**src/rtl/cpu_pkg.sv**
```systemverilog
// Shared opcode/step definitions for the instruction sequencer and control_matrix.
// Step-length and memory-step helpers live here so both blocks decode identically.
package cpu_pkg;

  localparam int INSTR_W = 16;
  localparam int OPC_W   = 4;

  localparam logic [3:0] OP_HALT = 4'h0;
  localparam logic [3:0] OP_JMP  = 4'h1;
  localparam logic [3:0] OP_LDW  = 4'h2;
  localparam logic [3:0] OP_STW  = 4'h3;
  localparam logic [3:0] OP_RTR  = 4'h4;
  localparam logic [3:0] OP_BLT  = 4'h5;
  localparam logic [3:0] OP_ADD  = 4'h6;
  localparam logic [3:0] OP_SUB  = 4'h7;
  localparam logic [3:0] OP_NOP  = 4'hF;

  localparam logic [2:0] ST_FETCH = 3'd0;
  localparam logic [2:0] ST_CLR   = 3'd6;

  // HALT, NOP and illegal opcodes all get a single execute step.
  function automatic logic [2:0] last_step(input logic [3:0] opc);
    case (opc)
      OP_LDW, OP_STW, OP_ADD, OP_SUB: last_step = 3'd3;
      OP_RTR, OP_BLT:                 last_step = 3'd2;
      default:                        last_step = 3'd1;
    endcase
  endfunction

  function automatic logic is_mem_step(input logic [3:0] opc, input logic [2:0] st);
    is_mem_step = ((opc == OP_LDW) || (opc == OP_STW)) && (st == 3'd2);
  endfunction

endpackage

```
**src/rtl/instruction_sequencer_step_counter.sv**
```systemverilog
// 3-bit step register: increments unless held, with jumps to fetch and to the clear step.
// Latency: next step visible one cycle after the control inputs. No backpressure of its own.
// Encoding 7 is unreachable and recovers to the clear step on the next edge.
module step_counter
  import cpu_pkg::*;
#(
  parameter logic [2:0] CLR_STEP = ST_CLR
) (
  input  logic       clock,
  input  logic       reset,
  input  logic       hold,
  input  logic       jump_clr,
  input  logic       jump_fetch,
  output logic [2:0] state
);

  always_ff @(posedge clock or posedge reset) begin
    if (reset)                 state <= ST_FETCH;
    else if (state == 3'd7)    state <= CLR_STEP;
    else if (jump_fetch)       state <= ST_FETCH;
    else if (jump_clr)         state <= CLR_STEP;
    else if (!hold)            state <= state + 3'd1;
  end

endmodule

```
**src/rtl/instruction_sequencer.sv**
```systemverilog
// Latches fetched instruction words and steps through fetch/execute/clear for control_matrix.
// Latency: opcode valid the cycle after instr_valid is taken in step 0.
// Backpressure: holds in step 0 without instr_valid and in memory steps without mem_ready.
module instruction_sequencer
  import cpu_pkg::*;
#(
  parameter int         INSTR_W  = 16,
  parameter int         OPC_W    = 4,
  parameter logic [2:0] CLR_STEP = ST_CLR
) (
  input  logic               clock,
  input  logic               reset,
  input  logic [INSTR_W-1:0] instr_in,
  input  logic               instr_valid,
  input  logic               mem_ready,
  input  logic               LT_flag,
  output logic [2:0]         state,
  output logic [OPC_W-1:0]   opcode,
  output logic [3:0]         ra,
  output logic [3:0]         rb,
  output logic [7:0]         imm,
  output logic               fetch_req,
  output logic               branch_flag,
  output logic               halted
);

  logic [INSTR_W-1:0] ir;
  logic hold, jump_clr, jump_fetch, ir_load, br_load;

  assign opcode    = ir[INSTR_W-1 -: OPC_W];
  assign ra        = ir[11:8];
  assign rb        = ir[7:4];
  assign imm       = ir[7:0];
  assign fetch_req = (state == ST_FETCH) && !halted;

  step_counter #(.CLR_STEP(CLR_STEP)) u_step (
    .clock      (clock),
    .reset      (reset),
    .hold       (hold),
    .jump_clr   (jump_clr),
    .jump_fetch (jump_fetch),
    .state      (state)
  );

  always_comb begin
    hold       = 1'b0;
    jump_clr   = 1'b0;
    jump_fetch = 1'b0;
    ir_load    = 1'b0;
    br_load    = 1'b0;
    if (halted) begin
      hold = 1'b1;
    end else begin
      case (state)
        ST_FETCH: begin
          if (instr_valid) ir_load = 1'b1;
          else             hold    = 1'b1;
        end
        CLR_STEP: begin
          // HALT parks in the clear step for good.
          if (opcode == OP_HALT) hold       = 1'b1;
          else                   jump_fetch = 1'b1;
        end
        3'd7: begin
          hold = 1'b0;
        end
        default: begin
          if (is_mem_step(opcode, state) && !mem_ready) begin
            hold = 1'b1;
          end else begin
            br_load  = (opcode == OP_BLT) && (state == 3'd2);
            jump_clr = (state >= last_step(opcode));
          end
        end
      endcase
    end
  end

  always_ff @(posedge clock or posedge reset) begin
    if (reset) begin
      ir          <= {OP_NOP, {(INSTR_W-OPC_W){1'b0}}};
      branch_flag <= 1'b0;
      halted      <= 1'b0;
    end else begin
      if (ir_load) ir <= instr_in;
      if (jump_fetch || ir_load) branch_flag <= 1'b0;
      else if (br_load)          branch_flag <= LT_flag;
      if (state == CLR_STEP && opcode == OP_HALT) halted <= 1'b1;
    end
  end

endmodule

```
**config.mk**
```make
export PLATFORM = sky130hd
export DESIGN_NAME = instruction_sequencer
export DESIGN_NICKNAME = d
export VERILOG_FILES = /design/src/rtl/cpu_pkg.sv /design/src/rtl/instruction_sequencer_step_counter.sv /design/src/rtl/instruction_sequencer.sv
export SDC_FILE = /design/constraint.sdc
export NUM_CORES = 1
export LEC_CHECK = 0
export CORE_UTILIZATION = 27
export DETAILED_ROUTE_END_ITERATION = 7
export GPL_TIMING_DRIVEN = 0
export PLACE_DENSITY = 0.61
export SLEW_MARGIN = 30
export SYNTH_ARGS = -nofsm -noshare
export SYNTH_HDL_FRONTEND = slang
export SYNTH_SLANG_ARGS = --single-unit
```
**constraint.sdc**
```tcl
create_clock -name clock -period 2.7 [get_ports clock]
set_clock_uncertainty 0.2 [all_clocks]
set_input_delay 0.54 -clock clock [delete_from_list [all_inputs] [get_ports clock]]
set_output_delay 0.54 -clock clock [all_outputs]
set_load 0.03 [all_outputs]
```
-- After elaboration in Yosys (flattened, before gate mapping)
Cells that the tools add are included.
- $add $sub $neg: 1
- order comparisons: 1
- eq/ne operators: 10
- multiplexer cells: 27
- reduce and logical (&&, ||, !) cells: 15
- operators with widths (operator ; number):
    $mux W3 ; 7
    $mux W1 ; 18
    $eq A4 B3 Y1 const B ; 4
    $eq A4 B2 Y1 const B ; 2
    $eq A3 B3 Y1 const B ; 2
    $logic_and A1 B1 Y1 ; 5
    $logic_not A4 Y1 ; 1
    $ne A4 B4 Y1 const B ; 1
    $pmux W2 S2 ; 1
    $reduce_or A4 Y1 ; 1
    $add A3 B1 Y3 const B ; 1
    $eq A3 B2 Y1 const B ; 1
    $ge A3 B3 Y1 ; 1
    $logic_not A3 Y1 ; 1
    $pmux W1 S3 ; 1
    $reduce_or A3 Y1 ; 1
    $logic_not A1 Y1 ; 2
    $logic_or A1 B1 Y1 ; 2
    $reduce_bool A2 Y1 ; 1
    $reduce_or A2 Y1 ; 1
- bits in registers: 21
- bits of input ports: 21
- output and inout port bits: 26
- word-level logic and storage cells: 58

-- Depth between registers and ports, before layout
Gate-level depths: netlist of the first run.
- depth in word-level cells: 14
- mapped depth: 7
- mapped depth without buffers: 7

-- Cells and area by module
Synthesis of the first run repeated with hierarchy kept, for this count alone.
- cell total of the unflattened synthesis: 81
- area total of the unflattened synthesis: 1036.0 um2
- modules (own cells, without submodules) (module ; times used ; cells an instance ; area an instance (um2) ; seq. area each (um2)):
    instruction_sequencer ; 1 ; 67 ; 877.1 ; 455.4
    step_counter ; 1 ; 14 ; 158.9 ; 75.1

-- Worst setup path after synthesis of the first run
No wires, ideal clock.
- path type: register -> register
- start point: register ir[13]
- end point: register u_step.state[0]
- library setup time: 0.101 ns
- arrival: 2.114 ns
- required time: 2.399 ns
- slack: 0.285 ns
- stages on the path, launching flop included: 6
- path buffers: 0
- period minus slack after synthesis: 2.415 ns
- path through: dfstp_2 or4b_1 or4_1 or3b_4 xnor2_1 nor4_1
- word-level cells in the longest chain between the ends: 13
- elaborated cells on any way between the ends: 31
- classes of those cells: order compare: 1; eq/ne: 7; mux: 17; reduce/logical: 6
- RTL lines (what ; RTL line ; text):
    start, declared ; instruction_sequencer.sv:27 ; logic [INSTR_W-1:0] ir;
    start signal, assigned ; instruction_sequencer.sv:81 ; ir <= {OP_NOP, {(INSTR_W-OPC_W){1'b0}}};
    start signal, assigned ; instruction_sequencer.sv:85 ; if (ir_load) ir <= instr_in;
    $eq A4 B2 Y1 or $eq A4 B3 Y1 (tied branches) ; cpu_pkg.sv:23, cpu_pkg.sv:31 ;
    $reduce_or A4 Y1 or $reduce_or A2 Y1 (tied branches) ; cpu_pkg.sv:23 ; case (opc)
    $pmux W2 S2 ; cpu_pkg.sv:23 ;
    $mux W3 ; instruction_sequencer.sv:68 ; if (is_mem_step(opcode, state) && !mem_ready) begin
    $mux W3 ; instruction_sequencer.sv:54 ; case (state)
    $mux W3 ; instruction_sequencer.sv:51 ; if (halted) begin
    $ge A3 B3 Y1 ; instruction_sequencer.sv:72 ; jump_clr = (state >= last_step(opcode));
    $mux W1 ; instruction_sequencer.sv:68 ;
    $mux W1 ; instruction_sequencer.sv:54 ;
    $mux W1 ; instruction_sequencer.sv:51 ;
    $mux W3 ; instruction_sequencer_step_counter.sv:21 ; else if (jump_clr) state <= CLR_STEP;
    $mux W3 ; instruction_sequencer_step_counter.sv:20 ; else if (jump_fetch) state <= ST_FETCH;
    $mux W3 ; instruction_sequencer_step_counter.sv:19 ; else if (state == 3'd7) state <= CLR_STEP;
    end signal, assigned ; instruction_sequencer_step_counter.sv:22 ; else if (!hold) state <= state + 3'd1;
    end, declared ; instruction_sequencer_step_counter.sv:14 ; output logic [2:0] state
Parallel ways exist; a longest one is shown, timed or not. The select of a mux whose other input is x is not followed.
A chain may end at the register's enable or synchronous reset.

-- Worst setup path after layout of the first run
- start point: input port mem_ready
- end point: register u_step.state[0]
- word-level cells in the longest chain between the ends: 8
- elaborated cells on any way between the ends: 12
- classes of those cells: eq/ne: 1; mux: 9; reduce/logical: 2
- RTL lines (what ; RTL line ; text):
    start, declared ; instruction_sequencer.sv:15 ; input logic mem_ready,
    $logic_not A1 Y1 * ; instruction_sequencer.sv:68 ;
    $logic_and A1 B1 Y1 * ; instruction_sequencer.sv:68 ;
    $mux W1 ; instruction_sequencer.sv:68 ;
    $mux W1 ; instruction_sequencer.sv:54 ;
    $mux W1 ; instruction_sequencer.sv:51 ;
    $mux W3 ; instruction_sequencer_step_counter.sv:21 ;
    $mux W3 ; instruction_sequencer_step_counter.sv:20 ;
    $mux W3 ; instruction_sequencer_step_counter.sv:19 ;
Every way passes the cells marked *; elsewhere a longest branch is shown, timed or not.

==> impl_metrics.env, run 1 <==
export IMPL_outcome="finished clean"
export IMPL_clk_pin_slew_ns=0.08
export IMPL_finish_utilization_pct=44.2
export IMPL_cts_sinks=21
export IMPL_syn_area_mm2=0.00105
export IMPL_min_period_ns=2.56
export IMPL_vias=834
export IMPL_antenna_cells=0
export IMPL_rows=22
export IMPL_seqPwrFrac_pct=30.3
export IMPL_yosysWarnings=0
export IMPL_rsz0062_at_grt="false"
export IMPL_worstSkewPairLatency_ns=0.26
export IMPL_hp_class="flop to flop"
export IMPL_fp_dieH_um=64.4
export IMPL_fin_area_mm2=0.00163
export IMPL_grt_pass1_vias=871
export IMPL_die_area_mm2=0.00414
export IMPL_postRouteAntennaNets=0
export IMPL_globalRoute_totalOverflow=0
export IMPL_timing_fmax_mhz=390
export IMPL_num_fill_cells=359
export IMPL_clock_root_buffer="clkbuf_8"
export IMPL_h_tree_depth=1
export IMPL_postCtsSetupBuffers=0
export IMPL_crit_required_ns=2.67
export IMPL_place_ws_ns=-0.203
export IMPL_ys_ff_latch=21
export IMPL_pwr_share_clk_pct=10.1
export IMPL_wl_mm=2.32
export IMPL_port_buffers=46
export IMPL_worst_pin_slew_ns=0.814
export IMPL_place_congestion=0.769
export IMPL_final_layout_size_suffix_gt1_share_pct=19.0
export IMPL_vias_per_cell=4.51
export IMPL_finalNetCount=165
export IMPL_dp_hpwl_mm=1.74
export IMPL_worst_path_max_fanout=4
export IMPL_dr_pass1_iters=3
export IMPL_drv_slew=0
export IMPL_p_switching_mw=0.899
export IMPL_syn_num_nets=114
export IMPL_grt_max_degree=22
export IMPL_setup_violations=0
export IMPL_pin_count=47
export IMPL_p_int_mw=1.16
export IMPL_worstSetupPathType="primary input to flop"
export IMPL_grt_first_pass_wirelength_mm=3.91
export IMPL_fp_coreArea_mm2=0.00369
export IMPL_slew_headroom_pct=45.6
export IMPL_ir_drop_mv=0.667
export IMPL_cts_tree="built"
export IMPL_worst_slack_ns=0.135
export IMPL_die_w_um=64.4
export IMPL_start_kind="primary input"
export IMPL_syn_inst=87
export IMPL_cp_data_arrival_time_ns=2.54
export IMPL_wl_per_cell_um=12.5
export IMPL_dpl_cell_area_mm2=0.00157
export IMPL_drv_cap=0
export IMPL_clk_path_buf_depth=2
export IMPL_hold_viol=0
export IMPL_yosysSeqAreaShare_pct=50.5
export IMPL_drt_iter0_markers=16
export IMPL_track_usage_pct=12.1
export IMPL_swShare_pct=43.6
export IMPL_fin_crit_sh_pct=95.0
export IMPL_combPwrFrac_pct=59.6
export IMPL_grt_antenna_before_repair=0
export IMPL_crit_path_end_kind="flop"
export IMPL_syn_to_final_growth_pct=55.4
export IMPL_power_density_mw_per_mm2=1260
export IMPL_drc_errors=0
export IMPL_cts_buffers_inserted=3
export IMPL_synth_distinct_cells=28
export IMPL_leakage_nw=0.688
export IMPL_syn_area_per_cell_um2=12.1
export IMPL_initial_core_util_pct=28.5
## cell families (layout without fill, tap and decap cells)
| logic type | count (synthesis) | after routing | synth area share [%] |
|---|---|---|---|
| multiplexers | 16 | 16 | 17.0 |
| flip-flops | 21 | 21 | 50.5 |
| buffers and inverters | 12 | 62 | 5.72 |
| AO/OA/AOI/OAI | 13 | 13 | 8.10 |
| adder cells (fa/ha/maj) | 6 | 6 | 7.15 |
| XOR/XNOR | 1 | 1 | 0.834 |
| AND/OR/NAND/NOR | 18 | 18 | 10.6 |
## cell usage after synthesis, drive strengths merged
| master | instances | area [µm²] |
|---|---|---|
| or4b | 1 | 10.0 |
| a31oi | 1 | 6.26 |
| or3b | 2 | 20.0 |
| or4 | 1 | 7.51 |
| inv | 7 | 26.3 |
| dfstp | 4 | 105 |
| clkbuf | 1 | 3.75 |
| ha | 6 | 75.1 |
| nor3 | 3 | 20.0 |
| nand2 | 2 | 7.51 |
| o31ai | 2 | 15.0 |
| nand2b | 2 | 12.5 |
| a21oi | 3 | 15.0 |
| nor2 | 4 | 15.0 |
| a31o | 1 | 8.76 |
| mux2 | 15 | 169 |
| o21ai | 2 | 10.0 |
| o211ai | 1 | 7.51 |
| mux2i | 1 | 10.0 |
| xnor2 | 1 | 8.76 |
| dfrtp | 17 | 425 |
| nor4 | 3 | 18.8 |
| buf | 4 | 30.0 |
| a211oi | 1 | 7.51 |
| o21bai | 2 | 15.0 |
## flip-flops by register name, summed over array words and instances, names as in the netlist
| register | cells |
|---|---|
| branch_flag | 1 |
| halted | 1 |
| ir | 16 |
| u_step.state | 3 |
## worst max-delay path, stage by stage
cell,delay (ns)
clkdlybuf4s50_1,0.39
or4b_1,0.51
or4_1,0.51
or3b_4,0.28
xnor2_1,0.08
nor4_2,0.23
## per-stage QoR
stage / setup TNS (ns) / hold WS [ns] / instances / power (mW)
floorplan: 0 / 0.314 / 87 / 1.36
global placement: -1.25 / 0.269 / 181 / 1.82
detailed placement: -1.51 / 0.276 / 181 / 1.84
CTS: 0 / 0.293 / 185 / 2.06
global route: 0 / 0.323 / 185 / 2.20
finish: 0 / 0.285 / 185 / 2.06
## layer usage
| metal | up-vias | GRT usage (%) | routed length (µm) |
|---|---|---|---|
| met5 | - | 0 | 0 |
| met4 | 0 | 3.33 | 14 |
| met3 | 2 | 6.61 | 279 |
| met2 | 35 | 18.4 | 1060 |
| met1 | 390 | 14.6 | 961 |
| li1 | 407 | - | - |
## cell usage in the layout, fill, tap and decap left out, types with 2 or more instances in the layout
cell type / netlist / layout
inv_1: 7 / 7
mux2_1: 5 / 5
nand2_1: 2 / 2
ha_1: 6 / 6
nor4_1: 3 / 2
mux2_2: 10 / 10
a21oi_1: 3 / 3
clkdlybuf4s50_1: 0 / 45
nor2_1: 4 / 4
nor3_1: 2 / 2
buf_4: 4 / 4
o21bai_1: 2 / 2
o31ai_1: 2 / 2
o21ai_0: 2 / 2
dfstp_2: 4 / 4
clkbuf_8: 0 / 3
dfrtp_1: 17 / 17
nand2b_1: 2 / 2
## cell type report
cell class / count / area [µm²] / area share [%]
buffer: 5 / 33.8 / 2.07
clock buffer: 3 / 41.3 / 2.53
clock inverter: 1 / 5.00 / 0.307
inverter: 7 / 26.3 / 1.61
multi-input combinational: 54 / 472 / 28.9
sequential: 21 / 531 / 32.5
tap: 48 / 60.1 / 3.68
timing repair buffer: 46 / 463 / 28.4
## worst paths after layout
| path | cells past startpoint | slack, ns | to | from |
|---|---|---|---|---|
| min in group asynchronous | 2 | 0.54 | ir[0] | reset |
| setup reg to reg | 5 | 0.25 | u_step.state[0] | ir[13] |
| max in group asynchronous | 2 | 1.25 | u_step.state[2] | reset |
| setup / recovery | 6 | 0.14 | u_step.state[0] | mem_ready |
| hold reg to reg | 1 | 0.28 | ir[3] | ir[3] |
| hold / removal | 1 | 0.28 | ir[3] | ir[3] |
## power by group through the flow
stage / registers, mW / clock network (mW) / logic (mW)
after detailed placement: 0.629 / 0 / 1.22
after CTS: 0.627 / 0.215 / 1.22
final: 0.625 / 0.208 / 1.23
after global routing: 0.658 / 0.230 / 1.31
after floorplan: 0.907 / 0 / 0.450
after global placement: 0.623 / 0 / 1.20
## repair_timing
item | CTS | global route
setup endpoints to repair | 0 | 9
gates resized for setup | 0 | 3
hold buffers | 0 | 0
Note: power is estimated with default switching activity, not from simulation.
==> run 2, diff against run 1 <==
PLACE_DENSITY = 0.63   (was 0.61)
clock period = 2.3 ns   (was 2.7 ns; I/O delays follow)
==> impl_metrics.env, run 2 (synthesized netlist as in run 1, its figures left out) <==
export IMPL_outcome="finished clean"
export IMPL_start_kind="flop"
export IMPL_grt_pass1_vias=954
export IMPL_fin_area_mm2=0.00170
export IMPL_cp_num_buf_inv=0
export IMPL_initial_core_util_pct=28.5
export IMPL_slew_headroom_pct=45.1
export IMPL_cts_sinks=21
export IMPL_worst_path_max_fanout=2
export IMPL_rsz0062_at_grt="true"
export IMPL_worstSkewPairLatency_ns=0.25
export IMPL_hp_class="flop to flop"
export IMPL_globalRoute_totalOverflow=0
export IMPL_grt_max_degree=22
export IMPL_wl_per_cell_um=12.8
export IMPL_rows=22
export IMPL_max_stage_delay_ns=0.54
export IMPL_worstSetupPathType="flop to flop"
export IMPL_path_cells="or4b_4 > or4_4 > or3b_4 > xnor2_2 > nor4_2"
export IMPL_drv_slew=0
export IMPL_clk_path_buf_depth=2
export IMPL_hold_viol=0
export IMPL_vias=885
export IMPL_largest_reg_flops=16
export IMPL_postRouteAntennaNets=0
export IMPL_dp_hpwl_mm=1.80
export IMPL_final_layout_size_suffix_gt1_share_pct=28.5
export IMPL_min_from="ir[0]"
export IMPL_worst_pin_slew_ns=0.823
export IMPL_cts_tree="built"
export IMPL_reg2reg_from="ir[13]"
export IMPL_grt_first_pass_wirelength_mm=4.18
export IMPL_dpl_cell_area_mm2=0.00158
export IMPL_syn_to_final_growth_pct=62.3
export IMPL_multi_input_area_um2=497
export IMPL_min_period_ns=2.28
export IMPL_critPathTopFamily="simple AND/OR/NAND/NOR gates"
export IMPL_final_common_cell="clkdlybuf4s50_1"
export IMPL_setup_tns_final_ns=0
export IMPL_die_area_mm2=0.00414
export IMPL_drt_iter0_markers=14
export IMPL_layout_cells_non_filler=192
export IMPL_setup_violations=0
export IMPL_min_path_cells=1
export IMPL_drv_cap=0
export IMPL_min_to="ir[0]"
export IMPL_h_tree_depth=1
export IMPL_fp_coreArea_mm2=0.00369
export IMPL_power_density_mw_per_mm2=1470
export IMPL_antenna_cells=0
export IMPL_finish_utilization_pct=46.2
export IMPL_reg2reg_slack_ns=0.02
export IMPL_drc_errors=0
export IMPL_fp_dieH_um=64.4
export IMPL_clock_root_buffer="clkbuf_8"
export IMPL_crit_path_end_kind="flop"
export IMPL_dr_pass1_iters=3
export IMPL_timing_fmax_mhz=438
export IMPL_clk_pin_slew_ns=0.07
export IMPL_r2r_end="u_step.state[0]"
export IMPL_fin_crit_sh_pct=99.2
export IMPL_slowest_stage="dfstp_2"
export IMPL_vias_per_cell=4.61
export IMPL_seq_area_um2=532
export IMPL_layout_common_cells="clkdlybuf4s50_1 (43), dfrtp_1 (16), buf_4 (11), mux2_2 (10)"
export IMPL_num_fill_cells=376
export IMPL_pin_count=47
export IMPL_die_w_um=64.4
export IMPL_place_congestion=0.836
export IMPL_cp_data_arrival_time_ns=2.25
export IMPL_crit_required_ns=2.27
export IMPL_finalNetCount=172
export IMPL_reg_top3="ir (16), u_step.state (3)"
export IMPL_worst_slack_ns=0.0178
export IMPL_regMostFlops="ir"
export IMPL_wl_mm=2.47
export IMPL_grt_antenna_before_repair=0
export IMPL_power_mw=2.51
export IMPL_placed_cells=181
export IMPL_ir_drop_mv=0.642
export IMPL_port_buffers=46
export IMPL_place_ws_ns=-0.399
export IMPL_worstRegToRegCells=5
export IMPL_leakage_nw=0.726
export IMPL_whs_ns=0.287
export IMPL_track_usage_pct=13.0
export IMPL_cts_buffers_inserted=3
==> run 2: changes by cell type in the layout (fill, tap and decap cells not counted), sizes merged <==
cell           change
buf                +8
clkbuf             +1
clkdlybuf4s50      -2
clkinv             -1
dlygate4sd2        +1
==> run 2: cell type report <==
type                            count  share of cell area (%)
Clock buffer                        4                    2.64
Multi-Input combinational cell     54                    29.1
Inverter                            7                    1.54
Buffer                              5                    2.06
Sequential cell                    21                    31.2
Timing Repair Buffer               53                    29.9
Tap cell                           48                    3.52
==> run 2: power by group <==
group	switching [mW]	internal (mW)	total (mW)
Sequential	0.148	0.574	0.723
Clock	0.115	0.123	0.238
Combinational	0.819	0.732	1.55
Total	1.08	1.43	2.51
==> run 2: metal layers <==
| layer | routed length, µm | GRT usage [%] | share of wire [%] |
|---|---|---|---|
| met5 | 0 | 0 | 0 |
| met1 | 1050 | 15.0 | 43 |
| met3 | 254 | 6.61 | 10 |
| met2 | 1160 | 20.9 | 47 |
| met4 | 0 | 3.89 | 0 |
==> run 2: how the worst max path moves through the flow <==
stage	cells after the start	endpoint	slack, ns	startpoint
floorplan	5	u_step.state[0]	-0.04	ir[13]
global placement	6	u_step.state[0]	-0.35	mem_ready
detailed placement	6	u_step.state[0]	-0.40	mem_ready
CTS	5	u_step.state[0]	-0.1	ir[13]
global route	7	u_step.state[0]	-0.09	u_step.state[0]
finish	5	u_step.state[0]	0.02	ir[13]
==> run 2: repair_timing <==
item	CTS	global route
pin swaps	4	2
buffers inserted	4	3
gates resized for setup	10	7
hold buffers	0	0
setup endpoints to repair	9	6
